`src/rtl/vga_scan_controller.sv`:
```
// vga_scan_controller: 640x480@60 raster timing that reads a 128x96 1bpp RGB VRAM upscaled 5x5.
// Timing is parameterised; the defaults give the standard 25 MHz-pixel mode from a 100 MHz clock.
module vga_scan_controller #(
    parameter int CLK_DIV  = 4,
    parameter int H_ACTIVE = 640,
    parameter int H_FP     = 16,
    parameter int H_SYNC   = 96,
    parameter int H_BP     = 48,
    parameter int V_ACTIVE = 480,
    parameter int V_FP     = 10,
    parameter int V_SYNC   = 2,
    parameter int V_BP     = 33,
    parameter int SCALE    = 5
) (
    input  logic        clk,
    input  logic        reset,
    output logic [13:0] addr,
    input  logic        red_in,
    input  logic        green_in,
    input  logic        blue_in,
    output logic        hsync,
    output logic        vsync,
    output logic [3:0]  vga_red,
    output logic [3:0]  vga_green,
    output logic [3:0]  vga_blue
);
    localparam int DW = CLK_DIV > 1 ? $clog2(CLK_DIV) : 1;
    localparam logic [DW-1:0] DIV_LAST = DW'(CLK_DIV - 1);
    localparam logic [9:0] HA  = 10'(H_ACTIVE);
    localparam logic [9:0] HS0 = 10'(H_ACTIVE + H_FP);
    localparam logic [9:0] HS1 = 10'(H_ACTIVE + H_FP + H_SYNC - 1);
    localparam logic [9:0] HL  = 10'(H_ACTIVE + H_FP + H_SYNC + H_BP - 1);
    localparam logic [9:0] VA  = 10'(V_ACTIVE);
    localparam logic [9:0] VS0 = 10'(V_ACTIVE + V_FP);
    localparam logic [9:0] VS1 = 10'(V_ACTIVE + V_FP + V_SYNC - 1);
    localparam logic [9:0] VL  = 10'(V_ACTIVE + V_FP + V_SYNC + V_BP - 1);
    localparam logic [2:0] SL  = 3'(SCALE - 1);

    logic [DW-1:0] div;
    logic [9:0]    hcnt, vcnt, hcnt_n, vcnt_n;
    logic [2:0]    hsub, vsub, hsub_n, vsub_n;
    logic [6:0]    col, row, col_n, row_n;
    logic          tick, h_wrap, v_wrap, active;

    // Next-pixel counter values; the address is derived from these so it tracks hcnt/vcnt exactly.
    always_comb begin
        tick   = div == DIV_LAST;
        h_wrap = hcnt == HL;
        v_wrap = vcnt == VL;
        active = hcnt < HA && vcnt < VA;
        hcnt_n = h_wrap ? 10'd0 : hcnt + 10'd1;
        hsub_n = (h_wrap || hsub == SL) ? 3'd0 : hsub + 3'd1;
        col_n  = h_wrap ? 7'd0 : (hsub == SL && col != 7'h7f) ? col + 7'd1 : col;
        vcnt_n = !h_wrap ? vcnt : v_wrap ? 10'd0 : vcnt + 10'd1;
        vsub_n = !h_wrap ? vsub : (v_wrap || vsub == SL) ? 3'd0 : vsub + 3'd1;
        row_n  = !h_wrap ? row : v_wrap ? 7'd0 : (vsub == SL && row != 7'h7f) ? row + 7'd1 : row;
    end

    always_ff @(posedge clk or posedge reset) begin
        if (reset) begin
            div       <= '0;
            hcnt      <= '0;
            vcnt      <= '0;
            hsub      <= '0;
            vsub      <= '0;
            col       <= '0;
            row       <= '0;
            addr      <= '0;
            hsync     <= 1'b1;
            vsync     <= 1'b1;
            vga_red   <= 4'h0;
            vga_green <= 4'h0;
            vga_blue  <= 4'h0;
        end else begin
            div <= tick ? '0 : div + 1'b1;
            if (tick) begin
                hcnt      <= hcnt_n;
                vcnt      <= vcnt_n;
                hsub      <= hsub_n;
                vsub      <= vsub_n;
                col       <= col_n;
                row       <= row_n;
                addr      <= {vcnt_n < VA ? row_n : 7'd0, hcnt_n < HA ? col_n : 7'd0};
                // Sync and colour come from the pre-advance counters so they stay aligned.
                hsync     <= !(hcnt >= HS0 && hcnt <= HS1);
                vsync     <= !(vcnt >= VS0 && vcnt <= VS1);
                vga_red   <= (active && red_in) ? 4'hf : 4'h0;
                vga_green <= (active && green_in) ? 4'hf : 4'h0;
                vga_blue  <= (active && blue_in) ? 4'hf : 4'h0;
            end
        end
    end
endmodule
```
`config.mk`:
```
export PLATFORM = sky130hd
export DESIGN_NAME = vga_scan_controller
export DESIGN_NICKNAME = d
export VERILOG_FILES = /design/src/rtl/vga_scan_controller.sv
export SDC_FILE = /design/constraint.sdc
export NUM_CORES = 1
export LEC_CHECK = 0
export CAP_MARGIN = 40
export CORE_ASPECT_RATIO = 0.6
export CORE_UTILIZATION = 61
export DETAILED_ROUTE_END_ITERATION = 12
export PLACE_DENSITY = 0.95
export SLEW_MARGIN = 20
export SYNTH_ARGS = -nofsm -noshare
export SYNTH_HDL_FRONTEND = slang
export SYNTH_SLANG_ARGS = --single-unit
```
`constraint.sdc`:
```
create_clock -name clk -period 4.23 [get_ports clk]
set_clock_uncertainty 0.05 [all_clocks]
set_input_delay 0.846 -clock clk [delete_from_list [all_inputs] [get_ports clk]]
set_output_delay 0.846 -clock clk [all_outputs]
set_load 0.03 [all_outputs]
```
* After elaboration in Yosys (flattened, before gate mapping)
Cells that the tools add are included.
** Word-level totals
- Bits of input ports :: 5
- Output and inout port bits :: 28
- Bits in registers :: 70
- Word-level logic and storage cells :: 64
** Operators by class
- Eq/ne operators :: 7
- Magnitude comparators :: 8
- Muxes and demuxes :: 16
- Add/subtract/negate cells :: 7
- Reductions and logical operators :: 13
** Operators with widths (number)
- $mux 7 :: 7
- $mux 10 :: 3
- $add 10x1->10 const B :: 2
- $eq 10x10->1 const B :: 2
- $lt 10x10->1 const B :: 2
- $lt 10x9->1 const B :: 2
- $add 7x1->7 const B :: 2
- $ne 7x7->1 const B :: 2
- $mux 4 :: 3
- $ge 10x10->1 const B :: 1
- $ge 10x9->1 const B :: 1
- $le 10x10->1 const B :: 1
- $le 10x9->1 const B :: 1
- $logic_and 1x1->1 :: 8
- $add 3x1->3 const B :: 2
- $eq 3x3->1 const B :: 2
- $mux 3 :: 2
- $add 2x1->2 const B :: 1
- $eq 2x2->1 const B :: 1
- $logic_not 1->1 :: 2
- $logic_or 1x1->1 :: 2
- $mux 2 :: 1
- $reduce_and 2->1 :: 1

* Depth between registers and ports, before layout
Gate-level depths: netlist (run 1).
- Depth in word-level cells :: 6
- Depth in mapped cells :: 9
- Gate-level depth less buffers :: 8

* Least setup slack after synthesis (run 1)
Ideal clock, no wire load.
- Path kind :: register -> register
- Start point :: register hcnt[0]
- End point :: register addr[1]
- Buffers on the path :: 2
- Stages on the path, launching flop included :: 10
- Required time :: 4039 ps
- Clock period less this slack :: 2079 ps
- Data arrival time :: 1888 ps
- Library setup time :: 141 ps
- Setup slack :: 2151 ps
- Path through :: dfrtp_1 -> ha_1 -> and4_1 -> clkbuf_2 -> and3_4 -> buf_6 -> nor2_1 -> nor2_1 -> nor4_2 -> o32ai_1
** Between the ends
- Longest elaborated chain between the ends :: 4
- Elaborated cells on any way between the ends :: 6
- Classes of those cells :: add/sub: 1; order compare: 1; eq/ne: 1; mux: 3
** Ends and longest elaborated chain
- start, declared :: RTL line 40 : logic [9:0] hcnt, vcnt, hcnt_n, vcnt_n;
- start signal, assigned :: RTL line 77 : hcnt <= hcnt_n;
- $add 10x1->10 / $eq 10x10->1 (equally long branches) :: RTL line 51, 48
- $mux 10 :: RTL line 51 : hcnt_n = h_wrap ? 10'd0 : hcnt + 10'd1;
- $lt 10x10->1 :: RTL line 83 : addr <= {vcnt_n < VA ? row_n : 7'd0, hcnt_n < HA ? col_n : 7'd0};
- $mux 7 (*) :: RTL line 83
- end signal, assigned :: RTL line 83
- end, declared :: RTL line 17 : output logic [13:0] addr,
Every way passes the cells marked *; elsewhere a longest branch is shown, timed or not.
A chain may end at the register's enable or synchronous reset.

* Worst setup path in the final report (run 1)
- Start point :: register hcnt[0]
- End point :: register addr[0]
The elaborated chain is that of the path after synthesis.

==> results of run 1 <==
state kept, by name (all words and copies together), names as in the netlist:
signal,count
col,7
vsub,3
vga_blue,1
hcnt,10
row,7
hsync,1
vga_red,1
vga_green,1
div,2
hsub,3
vcnt,10
addr,14
vsync,1
cells by family (layout without fill, tap and decap cells):
family / after synthesis / in the layout / synth area share, %
AOI/OAI and AO/OA: 82 / 82 / 16.28
xor gates and xnor gates: 18 / 18 / 4.793
adders and majority gates: 11 / 11 / 4.184
buffers and inverters: 51 / 79 / 7.189
DFF: 61 / 61 / 46.48
muxes: 4 / 4 / 1.293
and+or+nand+nor: 119 / 119 / 19.78
power by group:
part | total (uW) | leakage, uW | internal [uW] | switching, uW
combinational | 43.5 | 0.000672 | 16.5 | 27.0
clock | 483 | 0.0000905 | 256 | 227
sequential | 587 | 0.000809 | 585 | 1.87
cell usage after synthesis (2+ instances only):
master / number / area [sq um]
nor2_1: 15 / 56.30
a21oi_1: 7 / 35.03
inv_1: 26 / 97.59
nor4_1: 2 / 12.51
and2_1: 3 / 18.77
o2bb2ai_1: 7 / 61.31
nand4_1: 6 / 37.54
o31ai_1: 6 / 45.04
nor4b_4: 2 / 47.55
nand2b_1: 2 / 12.51
nand3_1: 17 / 85.08
nand2_1: 41 / 153.9
a31oi_1: 3 / 18.77
xnor2_1: 11 / 96.34
o211ai_1: 2 / 15.01
nor3_1: 10 / 50.05
mux2_2: 2 / 22.52
and4b_1: 2 / 20.02
buf_2: 2 / 10.01
and3_1: 6 / 37.54
mux2i_1: 2 / 20.02
o21ai_0: 35 / 175.2
a21o_1: 2 / 15.01
a22o_1: 4 / 35.03
dfrtp_1: 59 / 1476
ha_1: 11 / 137.6
o32ai_1: 8 / 70.07
or3_1: 4 / 25.02
xor2_1: 7 / 61.31
clkbuf_1: 10 / 37.54
buf_4: 9 / 67.56
dfstp_2: 2 / 52.55
worst register-to-register path, stage by stage (launching register included):
cell and delay [ns]:
dfrtp_1 0.39, ha_1 0.24, and4_1 0.30, and3_4 0.27, nor2_1 0.17, nor2_1 0.06, nor4_2 0.66, o2bb2ai_1 0.18
final timing paths:
path / from / endpoint / depth (start not counted)
worst max-delay path: hcnt[0]$_DFFE_PP0P_ / addr[0]$_DFFE_PP0P_ / 7
worst min-delay path: div[0]$_DFF_PP0_ / div[0]$_DFF_PP0_ / 1
worst max register to register: hcnt[0]$_DFFE_PP0P_ / addr[0]$_DFFE_PP0P_ / 7
worst min register to register: div[0]$_DFF_PP0_ / div[0]$_DFF_PP0_ / 1
max in group asynchronous: reset / vsync$_DFFE_PP1P_ / 4
min in group asynchronous: reset / addr[7]$_DFFE_PP0P_ / 2
final cells by class:
| type | instances | area (sq um) |
|---|---|---|
| fill | 366 | 1338 |
| sequential | 61 | 1529 |
| clock buffer | 12 | 165.2 |
| clock inverter | 3 | 20.02 |
| timing repair buffer | 37 | 370.4 |
| tap | 66 | 82.58 |
| inverter | 27 | 101.3 |
| multi-input combinational | 234 | 1524 |
layer usage:
metal / global-route usage [%] / part of all wire [%] / up-vias
met3: 11.64 / 9.1 / 16
met5: 0 / 0 / -
met2: 43.46 / 44 / 133
met4: 9.595 / 1.3 / 0
met1: 38.85 / 46 / 1288
li1: - / - / 1273
metrics by stage:
step / cell area [sq um] / util, % / cells / power, uW / hold slack (ns)
floorplan: 3289 / - / 346 / 625.8 / 0.3531
global placement: 3587 / 69.93 / 424 / 638.7 / 0.3668
detailed placement: 3607 / 70.32 / 425 / 642.0 / 0.3723
CTS: 3792 / 73.93 / 440 / 1120 / 0.3809
global route: 3792 / 73.93 / 440 / 1147 / 0.3838
finish: 3792 / 73.93 / 440 / 1113 / 0.3797
==> out/results.ini, run 1 <==
[global_route]
grt_pass1_wl_mm = 12.67
antenna_found_initial = 0
grt_max_degree = 46
grt_remaining_overflow = 0
track_usage_pct = 28.97
grt_pass1_vias = 2565

[critical_path]
path_cells = ha_1 > and4_1 > and3_4 > nor2_1 > nor2_1 > nor4_2 > o2bb2ai_1
path_buf_inv = 0
cp-end-kind = flop
crit_slowest_cell = nor4_2
critical_path_class = flop to flop
arrival_ns = 2.60
crit_fanout = 14
crit_top_cell = nor2_1
r2r_slack_ns = 1.77
critPathTopFamily = simple AND/OR/NAND/NOR gates
cp_data_required_time_ns = 4.37
slowest_delay_ns = 0.66
critPathLaunchType = flop

[floorplan]
die-area_sq_um = 5700
dieWidth_microns = 96.80
io-pin-count = 33
core-area_sq_um = 5130
rows = 20
die_y_microns = 58.88
start_util_pct = 64.12

[pwr]
ir_drop_mv = 0.2340
leakage_uw = 0.001571
power.density_nw_per_um2 = 293.6

[synthesis]
synth_cells = 346
ys_seq_area_share_pct = 46.48
async_reset_ff_share_pct = 100.0
synth_warnings = 0
synth_cell_types = 53
avgSynthCellArea_sq_um = 9.507
synth_area_sq_um = 3289
synth-edff-count = 0
synth_flop_cell = dfrtp_1
synth-seq-cells = 61
synth_nets = 362

[clocking]
clockBufferDepth = 2
ctsHoldBuffers = 0
cts_resized = 0
cts_max_level = 3
cts_made_buffers = 9
clk_latency_ns = 0.35
cts_tree = yes
root_buffer = clkbuf_8
clk_pin_slew_ns = 0.07
cts_setup_buffers = 0
clock_sinks = 61

[cells_and_area]
final_cell_mix = dfrtp_1 (59), nand2_1 (41), o21ai_0 (35), clkdlybuf4s50_1 (32), inv_1 (25)
drive_above_1_share_pct = 9.091
layout_commonest_cell = dfrtp_1
syn2layout_area_growth_pct = 15.29
layout.nets = 386
antenna_cells = 0

[timing]
timing.final.crit_share_pct = 58.14
final-setup-viol-count = 0
finalHoldViolations = 0
fmax_mhz = 406.6
max_slew_margin_pct = 40.91
finalWorstSetupSlack_ns = 1.771
rsz0062_at_grt = false
finalMaxSlewViolations = 0
fin_tns_setup_ns = 0
tightestPinTransition_ns = 0.8791
finalWorstPathRequiredPeriod_ns = 2.459

[hold_path]
hp-class = flop to flop

[place]
gp_congestion = 0.9135
preCtsSetupSlack_ns = 1.861
port_buffers = 32
dp_hpwl_mm = 4.990

[job]
maxCapViolCount = 0

[routing]
via_per_inst = 6.159
drt-pass1-iter-count = 4
drtIter0Drc = 212
totalWireLength_mm = 7.536
antenna_left = 0
vias = 2710
drc = 0
wire_per_inst_microns = 17.13

[run_status]
status = finished clean

Note: power is estimated with default switching activity, not from simulation.
==> run 2, diff against run 1 <==
- CORE_UTILIZATION: 61 -> 57
- PLACE_DENSITY: 0.95 -> 0.9
- clock period: 4.23 -> 2.5 ns (I/O delays scaled with it)
==> out/results.ini, run 2 (synthesis gave the netlist of run 1 again) <==
[clocking]
cts_setup_buffers = 0  ; unchanged
ctsHoldBuffers = 0  ; unchanged
clk_pin_slew_ns = 0.07  ; about the same
cts_made_buffers = 9  ; unchanged
clock_sinks = 61  ; unchanged
clockBufferDepth = 2  ; unchanged
cts_tree = yes
clk_latency_ns = 0.35  ; about the same
cts_max_level = 3  ; unchanged
root_buffer = clkbuf_8

[floorplan]
io-pin-count = 33  ; unchanged
core-area_sq_um = 5570  ; +8.6%
dieWidth_microns = 100.1  ; +3.4%
die_y_microns = 60.85  ; +3.3%
start_util_pct = 59.05  ; -5.1 points
die-area_sq_um = 6089  ; +6.8%
rows = 21  ; +5.0%

[critical_path]
cp_data_required_time_ns = 2.67  ; -1.70 ns
arrival_ns = 2.45  ; -0.15 ns
critical_path_class = flop to flop
cp-end-kind = flop
r2r_slack_ns = 0.23  ; -1.54 ns
crit_fanout = 14  ; unchanged
critPathLaunchType = flop

[place]
dp_hpwl_mm = 4.909  ; -1.6%
gp_congestion = 0.9401  ; +2.9%
port_buffers = 32  ; unchanged

[pwr]
power.density_nw_per_um2 = 483.2  ; +65%
leakage_uw = 0.001628  ; +3.7%
p_total_uw = 1870  ; +68%
ir_drop_mv = 0.3600  ; +54%

[routing]
drc = 0  ; unchanged
wire_per_inst_microns = 15.25  ; -11%
via_per_inst = 5.816  ; -5.6%
drtIter0Drc = 127  ; -40%
totalWireLength_mm = 7.031  ; -6.7%
drt-pass1-iter-count = 4  ; unchanged
antenna_left = 0  ; unchanged
vias = 2681  ; -1.1%

[timing]
fmax_mhz = 439.7  ; +8.1%
rsz0062_at_grt = false
timing.final.crit_share_pct = 90.97  ; +33 points
finalMaxSlewViolations = 0  ; unchanged
fin_tns_setup_ns = 0  ; unchanged
finalWorstPathRequiredPeriod_ns = 2.274  ; -0.1850 ns
finalHoldViolations = 0  ; unchanged
max_slew_margin_pct = 69.04  ; +28 points
tightestPinTransition_ns = 0.4609  ; -0.4182 ns
final-setup-viol-count = 0  ; unchanged

[global_route]
track_usage_pct = 25.55  ; -3.4 points
grt_pass1_wl_mm = 11.68  ; -7.8%
grt_remaining_overflow = 0  ; unchanged
grt_pass1_vias = 2355  ; -8.2%
antenna_found_initial = 0  ; unchanged
grt_max_degree = 62  ; +35%

[cells_and_area]
syn2layout_area_growth_pct = 17.65
drive_above_1_share_pct = 11.55  ; +2.5 points
largest_reg_flops = 14  ; unchanged
antenna_cells = 0  ; unchanged
reg_top3 = addr: 14 flops, hcnt: 10 flops, vcnt: 10 flops
final_cell_mix = dfrtp_1 (59), nand2_1 (41), o21ai_0 (35), clkdlybuf4s50_1 (32), inv_1 (25)
layout_commonest_cell = dfrtp_1
top_register = addr
layout.nets = 392  ; +1.6%

[run_status]
status = finished clean

[hold_path]
hp-class = flop to flop

[job]
maxCapViolCount = 0  ; unchanged

[run 2: worst paths after layout]
kind | from | to | cells after the start
setup / recovery | hcnt[0]$_DFFE_PP0P_ | addr[11]$_DFFE_PP0P_ | 7
hold / removal | div[0]$_DFF_PP0_ | div[0]$_DFF_PP0_ | 1
setup reg to reg | hcnt[0]$_DFFE_PP0P_ | addr[11]$_DFFE_PP0P_ | 7
hold reg to reg | div[0]$_DFF_PP0_ | div[0]$_DFF_PP0_ | 1
max in group asynchronous | reset | vsync$_DFFE_PP1P_ | 3
min in group asynchronous | reset | addr[1]$_DFFE_PP0P_ | 3
[run 2: where the power goes]
part	switching, uW	internal [uW]	total, uW	leakage (uW)
logic	43.9	27.2	71.0	0.000723
clock network	414	393	807	0.0000970
registers	2.94	989	992	0.000809
total	461	1410	1870	0.00163
[run 2: through the flow]
stage | instance area, sq um | hold slack (ns) | setup WS, ns | util [%] | instances
after floorplan | 3289 | 0.3531 | 0.4213 | - | 346
after global placement | 3670 | 0.3649 | 0.2613 | 65.88 | 445
after detailed placement | 3670 | 0.3880 | 0.1314 | 65.88 | 445
after CTS | 3852 | 0.4030 | 0.1055 | 69.16 | 461
after global routing | 3870 | 0.4266 | 0.06424 | 69.47 | 461
final | 3870 | 0.3963 | 0.2257 | 69.47 | 461
[run 2: worst max-delay path: stages (launching register included)]
cell and delay (ns):
dfrtp_1 0.38, ha_1 0.20, and4_2 0.33, and3_4 0.33, nand3_1 0.25, o21a_1 0.24
o21ai_0 0.23, o32ai_1 0.13
[run 2: timing repair]
| action | CTS | global route |
|---|---|---|
| setup endpoints to repair | 0 | 8 |
| hold endpoints to repair | 0 | 0 |
| gates resized for setup | 0 | 4 |
[run 2: area by class of cell]
class / count / area, sq um
fill: 450 / 1700
tap: 80 / 100.1
multi-input combinational: 234 / 1541
sequential: 61 / 1529
clock inverter: 6 / 45.04
timing repair buffer: 43 / 415.4
inverter: 27 / 101.3
clock buffer: 10 / 137.6
[run 2: layer usage]
| layer | GRT usage (%) | vias to the layer above | share of wire (%) |
|---|---|---|---|
| met5 | 0 | - | 0 |
| met4 | 11.39 | 0 | 1.5 |
| met3 | 5.645 | 9 | 7.4 |
| met2 | 36.45 | 110 | 41 |
| met1 | 37.56 | 1286 | 50 |
| li1 | - | 1276 | - |
